<file path="src/rtl/regfile_pkg.sv">
// regfile_pkg: shared sizes and the physical register index type for the windowed register file
package regfile_pkg;
    localparam int DATA_WIDTH  = 32;
    localparam int NUM_GLOBALS = 8;
    localparam int WIN_STRIDE  = 16;
    localparam int NWINDOWS    = 4;
    localparam int CWP_W       = $clog2(NWINDOWS);
    localparam int PHYS_REGS   = NUM_GLOBALS + WIN_STRIDE * NWINDOWS;
    typedef logic [6:0] phys_t;
endpackage

</file>
<file path="src/rtl/regfile_addr_map.sv">
// regfile_addr_map: maps (window, logical register) to a physical register index
module regfile_addr_map
    import regfile_pkg::*;
(
    input  logic [CWP_W-1:0] cwp,
    input  logic [4:0]       r,
    output phys_t            phys
);
    logic [CWP_W-1:0] cwp_next;
    assign cwp_next = cwp + 1'b1;
    assign phys = r[4:3] == 2'd0 ? phys_t'(r) :
                  r[4:3] == 2'd3 ? phys_t'({cwp_next, 4'b0}) + phys_t'(r) - phys_t'(WIN_STRIDE) :
                                   phys_t'({cwp, 4'b0}) + phys_t'(r);
endmodule

</file>
<file path="src/rtl/sparc_windowed_regfile.sv">
// sparc_windowed_regfile: 72-entry windowed register file, two combinational reads, one clocked write
module sparc_windowed_regfile
    import regfile_pkg::*;
(
    input  logic                  clk,
    input  logic                  reset,
    input  logic [DATA_WIDTH-1:0] rin,
    input  logic [CWP_W-1:0]      cwp,
    input  logic [4:0]            ra,
    input  logic [4:0]            rb,
    input  logic [4:0]            rc,
    input  logic                  rfe,
    output logic [DATA_WIDTH-1:0] aout,
    output logic [DATA_WIDTH-1:0] bout
);
    logic [DATA_WIDTH-1:0] regs [PHYS_REGS];
    phys_t pa, pb, pc;
    regfile_addr_map u_map_a (.cwp(cwp), .r(ra), .phys(pa));
    regfile_addr_map u_map_b (.cwp(cwp), .r(rb), .phys(pb));
    regfile_addr_map u_map_c (.cwp(cwp), .r(rc), .phys(pc));
    always_ff @(posedge clk) begin
        if (reset) begin
            for (int i = 0; i < PHYS_REGS; i++) regs[i] <= '0;
        end else if (!rfe) begin
            regs[pc] <= rin;
        end
    end
    assign aout = regs[pa];
    assign bout = regs[pb];
endmodule

</file>
<file path="config.mk">
export PLATFORM = sky130hd
export DESIGN_NAME = sparc_windowed_regfile
export DESIGN_NICKNAME = d
export VERILOG_FILES = /design/src/rtl/regfile_pkg.sv /design/src/rtl/regfile_addr_map.sv /design/src/rtl/sparc_windowed_regfile.sv
export SDC_FILE = /design/constraint.sdc
export NUM_CORES = 2
export LEC_CHECK = 0
export ABC_CLOCK_PERIOD_IN_PS = 10300
export BUFFER_PORTS_ARGS = -buffer_cell sky130_fd_sc_hd__buf_2
export CORE_UTILIZATION = 50
export CTS_BUF_LIST = sky130_fd_sc_hd__clkbuf_8
export CTS_CLUSTER_DIAMETER = 120
export CTS_CLUSTER_SIZE = 40
export DETAILED_ROUTE_END_ITERATION = 12
export PLACE_DENSITY_LB_ADDON = 0.1
export SLEW_MARGIN = 0
export SYNTH_ARGS = -nofsm -noshare
export SYNTH_HDL_FRONTEND = slang
export SYNTH_SLANG_ARGS = --single-unit
</file>
<file path="constraint.sdc">
create_clock -name clk -period 10.3 [get_ports clk]
set_input_delay 0.515 -clock clk [delete_from_list [all_inputs] [get_ports clk]]
set_output_delay 0.515 -clock clk [all_outputs]
set_load 0.01 [all_outputs]
</file>
* Word-level counts from Yosys, hierarchy flattened *
Memories as Yosys holds them, arrays and structs flattened.
Cells that the tools add are included.

storage, ports and cells
  register bits = 0
  memory bits (writable) = 2,304
  input bits = 52
  output and inout port bits = 64
  logic and storage cells = 32
  memories = 1

memories
  memory  depth  width  read ports  clocked after Yosys merged registers in  wr ports  line                          RTL
  regs    72     32     2           0                                        72        sparc_windowed_regfile.sv:16  logic [DATA_WIDTH-1:0] regs [PHYS_REGS];

operators by class
  add/subtract/negate cells = 10
  equal/unequal tests = 3
  multiplexer cells = 14
  reduce and logical (&&, ||, !) cells = 4

operator list
  kind                                                                 count
  7-bit 2-to-1 mux                                                     7
  6-bit by 5-bit adder with 7-bit output                               6
  32-bit 2-to-1 mux                                                    1
  32-bit OR reduction                                                  1
  7-bit by 5-bit subtractor with 7-bit output (second input constant)  3
  2-bit == test (second input constant)                                3
  2-bit logical NOT                                                    3
  1-bit 2-to-1 mux                                                     6
  2-bit by 1-bit adder with 2-bit output (second input constant)       1

* Longest topological paths before layout *
  depth after elaboration = 6
  depth in mapped cells = 10

* Hierarchy *
From an unflattened synthesis, not the netlist that was laid out.

unflattened totals
  cells, all modules = 10,546
  area total of the unflattened synthesis = 204,569.9 um2

modules (own cells, without submodules)
  module                  times used  cells an instance  area each (um2)  seq. area each (um2)
  sparc_windowed_regfile  1           10,492             204,134.5        122,998.0
  regfile_addr_map        3           18                 145.1            0.0

* Worst setup path before layout *
OpenSTA, ideal clock, no wires.

  kind = in2reg
  start point = input port cwp[0]
  end point = memory regs[72][0] (enable)
  arrival = 3.201 ns
  data required time = 9.879 ns
  slack = 6.678 ns
  stages on the path = 8
  path buffers = 0
  cell sequence = ha_1 > ha_1 > nand2b_1 > nor2_1 > a31oi_1 > o22ai_1 > nand3_1 > nor2_1

RTL lines
  item                line                          RTL
  start: declaration  sparc_windowed_regfile.sv:8   input logic [CWP_W-1:0] cwp,
  end: declaration    sparc_windowed_regfile.sv:16

* Worst setup path in the final report *
  start point = input port rb[0]
  end point = output port bout[29]

on the way
  word-level cells in the longest chain between the ends = 5

ends and longest elaborated chain
  item                                         line                          RTL
  start: declaration                           sparc_windowed_regfile.sv:10  input logic [4:0] rb,
  6-bit by 5-bit adder with 7-bit output       regfile_addr_map.sv:12        r[4:3] == 2'd3 ? phys_t'({cwp_next, 4'b0}) + phys_t'(r) - phys_t'(WIN_STRIDE) :
  7-bit by 5-bit subtractor with 7-bit output  regfile_addr_map.sv:12
  7-bit 2-to-1 mux                             regfile_addr_map.sv:12
  7-bit 2-to-1 mux (*)                         regfile_addr_map.sv:11        assign phys = r[4:3] == 2'd0 ? phys_t'(r) :
  memory 72 x 32 bit (*)                       -
  end: declaration                             sparc_windowed_regfile.sv:14  output logic [DATA_WIDTH-1:0] bout

Mark *: on every way between the ends. The rest lies on a longest branch, timed or not.

==> reports/results.ini <==
[worst_setup_path]
cp_top_family = compound AO/OA/AOI/OAI gates
critPathMaxFanout = 98
crit_chain = buf_12, buf_12, mux2i_1, a22oi_1, a21oi_1, or4_1, a222oi_1, o21a_1, buf_2
path_depth = 9
crit_type = in -> out
crit_arrival_ps = 6250
required_ps = 9790
endpoint_kind = primary output
crit_buf_inv = 3
crit_slowest_cell = a22oi_1
cpMostUsedCell = buf_12
crit_path_start_kind = input port
cpPeakStageDelay_ps = 1000

[finish]
drive_gt1_share_pct = 12.9
design_area_sq_um = 219000
top_register = regs
fill_cells = 34000
num-nets-final = 14000
top_regs = regs (4096)
largest_reg_flops = 4096
syn2layout_area_growth_pct = 4.74

[clock_network]
clk_pin_slew_ps = 230
cts-resized-gates = 0
cts_tree = built
numCtsBuffers = 136
cts_sinks = 4096
ctsHtreeMaxLevel = 4
clk_path_buf_depth = 4
root_buffer = clkbuf_8

[logic_synthesis]
yosysWarnings = 0
ys_types = 43
ys_async_sr_fraction_pct = 0
synth_cells = 14600
post_synth.cell_area_avg_sq_um = 14.3
syn_area_sq_um = 209000
ys_dominant_reg_cell = edfxtp_1
syn-num-nets = 14700
synth-seq-cells = 4096
synth_edf_count = 4096
synth_seq_area_share_pct = 58.8

[timing]
maxSlewHeadroom_pct = -9.56
hold_viol = 0
fin_hold_ws_ps = 155
setup_violations = 0
slew_viol_final = 28
timing.final.crit_share_pct = 65.7
timing.final.crit_period_ps = 6770
worst_slew_pin_slew_ps = 1640
setup_slack_ps = 3530
tns_ps = 0
rsz0062_at_grt = no
fmax_mhz = 148

[run]
max_cap_violations = 9

[pwr]
leakagePower_nw = 77.6
p_per_area_nw_per_um2 = 140
peakVddDrop_v = 0.000140
finalPower_w = 0.0307

[placed_design]
dp_slack_ps = 3910
portBuffers = 115
place_hpwl_mm = 484
gp_congestion = 0.931
postPlaceCellArea_sq_um = 216000

[floorplanning]
die-width_microns = 649
core_area_sq_um = 417000
die_area_sq_um = 421000
rows = 237
io_pins = 116
die_y_microns = 649
initial_core_util_pct = 50.2

[detailed_routing]
routed_wl_mm = 805
drt_iter0_markers = 23500
wl_per_cell_microns = 40.9
ant_nets = 0
drcViolationCount = 0
vias_per_cell = 7.10
first_pass_iters = 7
vias = 140000

[worst_hold_path]
hold_class = in -> reg
min_delay_path_depth = 1

[global_routing]
grt_pass1_wl_mm = 1090
grt_pass1_vias = 133000
grt_antenna_before_repair = 152
grt_max_degree = 119
track_usage_pct = 37.0
grt_overflow = 0

[run_status]
violations = max-capacitance violations, max-slew violations
status = finished, violations left

-- layout by cell type (no fill, tap or decap), drive strengths merged, types with 2 or more instances in the layout --
cell type    synthesis  final
o31ai                2      2
inv                  7     34
or2                 73     73
nand3b               2      2
and4                32     32
nand3                9      9
o21a                32     32
mux2               256    256
mux2i             3072   3072
or3                  2      2
a21oi              389    389
clkinv               0     26
clkbuf             954    145
buf                506    609
a22oi              768    768
bufinv               0      3
a222oi              32     32
mux4               512    512
clkinvlp             0      6
nand2b               2      2
ha                  12     12
edfxtp            4096   4096
dlygate4sd3          0     31
a22o               384    384
nor2b                7      7
and2              2306   2306
o21ai              138    138
a32o                 2      2
o22ai              323    323
nand2               30     30
a31oi                3      3
or4                 97     97
nor3b                6      6
nor3                 6      6
a221oi             384    384
nor2               171    171
diode                0    185
-- routing by layer --
layer  track usage [%]  wire length [microns]
met5                 0                    381
met4              22.5                  55600
met3              9.18                 101000
met2              53.9                 347000
met1              49.9                 301000
-- repair_timing --
action                                  in CTS  in global routing
setup buffers                                0                  0
endpoints found under the hold margin      927                  0
hold buffers                                31                  0
endpoints found under the setup margin       0                  0
-- per-stage QoR --
step	cells	utilization, %
3_3_place_gp	19300	51.8
6_report	19700	52.6
5_1_grt	19600	52.6
4_1_cts	19500	52.5
3_5_place_dp	19300	51.8
2_1_floorplan	14600	-
-- synthesized netlist by cell type, types with 3 or more instances --
| cell type | number | share of area [%] |
|---|---|---|
| ha_1 | 12 | 0.072 |
| or4_1 | 97 | 0.35 |
| mux2i_1 | 3072 | 15 |
| clkbuf_4 | 8 | 0.029 |
| inv_1 | 7 | 0.013 |
| o21ai_0 | 137 | 0.33 |
| and4_1 | 32 | 0.13 |
| mux2_2 | 256 | 1.4 |
| or2_2 | 73 | 0.22 |
| nor3b_1 | 6 | 0.022 |
| nor3_1 | 6 | 0.014 |
| a21oi_1 | 389 | 0.93 |
| clkbuf_1 | 946 | 1.7 |
| nand3_1 | 9 | 0.022 |
| a221oi_1 | 384 | 1.6 |
| a222oi_1 | 32 | 0.15 |
| nor2b_1 | 7 | 0.021 |
| and2_1 | 2306 | 6.9 |
| buf_2 | 310 | 0.74 |
| a31oi_1 | 3 | 0.0090 |
| nor2_1 | 171 | 0.31 |
| o21a_1 | 32 | 0.11 |
| buf_6 | 3 | 0.016 |
| nand2_1 | 30 | 0.054 |
| buf_1 | 90 | 0.16 |
| edfxtp_1 | 4096 | 59 |
| o22ai_1 | 323 | 0.97 |
| mux4_2 | 512 | 5.5 |
| a22o_1 | 384 | 1.6 |
| a22oi_1 | 768 | 2.8 |
| buf_4 | 103 | 0.37 |
-- kinds of logic after synthesis --
kind of cell / count (synthesis) / synth area share [%]
buffers and inverters: 1467 / 3.03
xor gates and xnor gates: 1 / 0.00419
muxes: 3840 / 21.6
adders and majority gates: 12 / 0.0717
and+or+nand+nor: 2744 / 8.05
AOI/OAI and AO/OA: 2461 / 8.50
DFF: 4096 / 58.8
-- final cells by class --
cell class | count | area (sq um) | area share [%]
Sequential cell | 4096 | 123000 | 56.1
Tap cell | 5497 | 6880 | 3.14
Inverter | 7 | 26.3 | 0.0120
Clock buffer | 143 | 1970 | 0.898
Antenna cell | 185 | 463 | 0.211
Multi-Input combinational cell | 9058 | 80800 | 36.9
Clock inverter | 62 | 726 | 0.331
Timing Repair Buffer | 642 | 5360 | 2.45
-- final timing paths --
path / from / endpoint / slack, ps
max: rb[0] / bout[29] / 3530
min: rin[27] / regs[99][27]$_DFFE_PP_ / 160
-- where the power goes --
group	internal, W	switching [W]	leakage, nW
clock network	0.00148	0.00521	1.37
logic	0.00147	0.00345	38.3
registers	0.0188	0.000275	38.0
(Power assumes the default switching activity.)
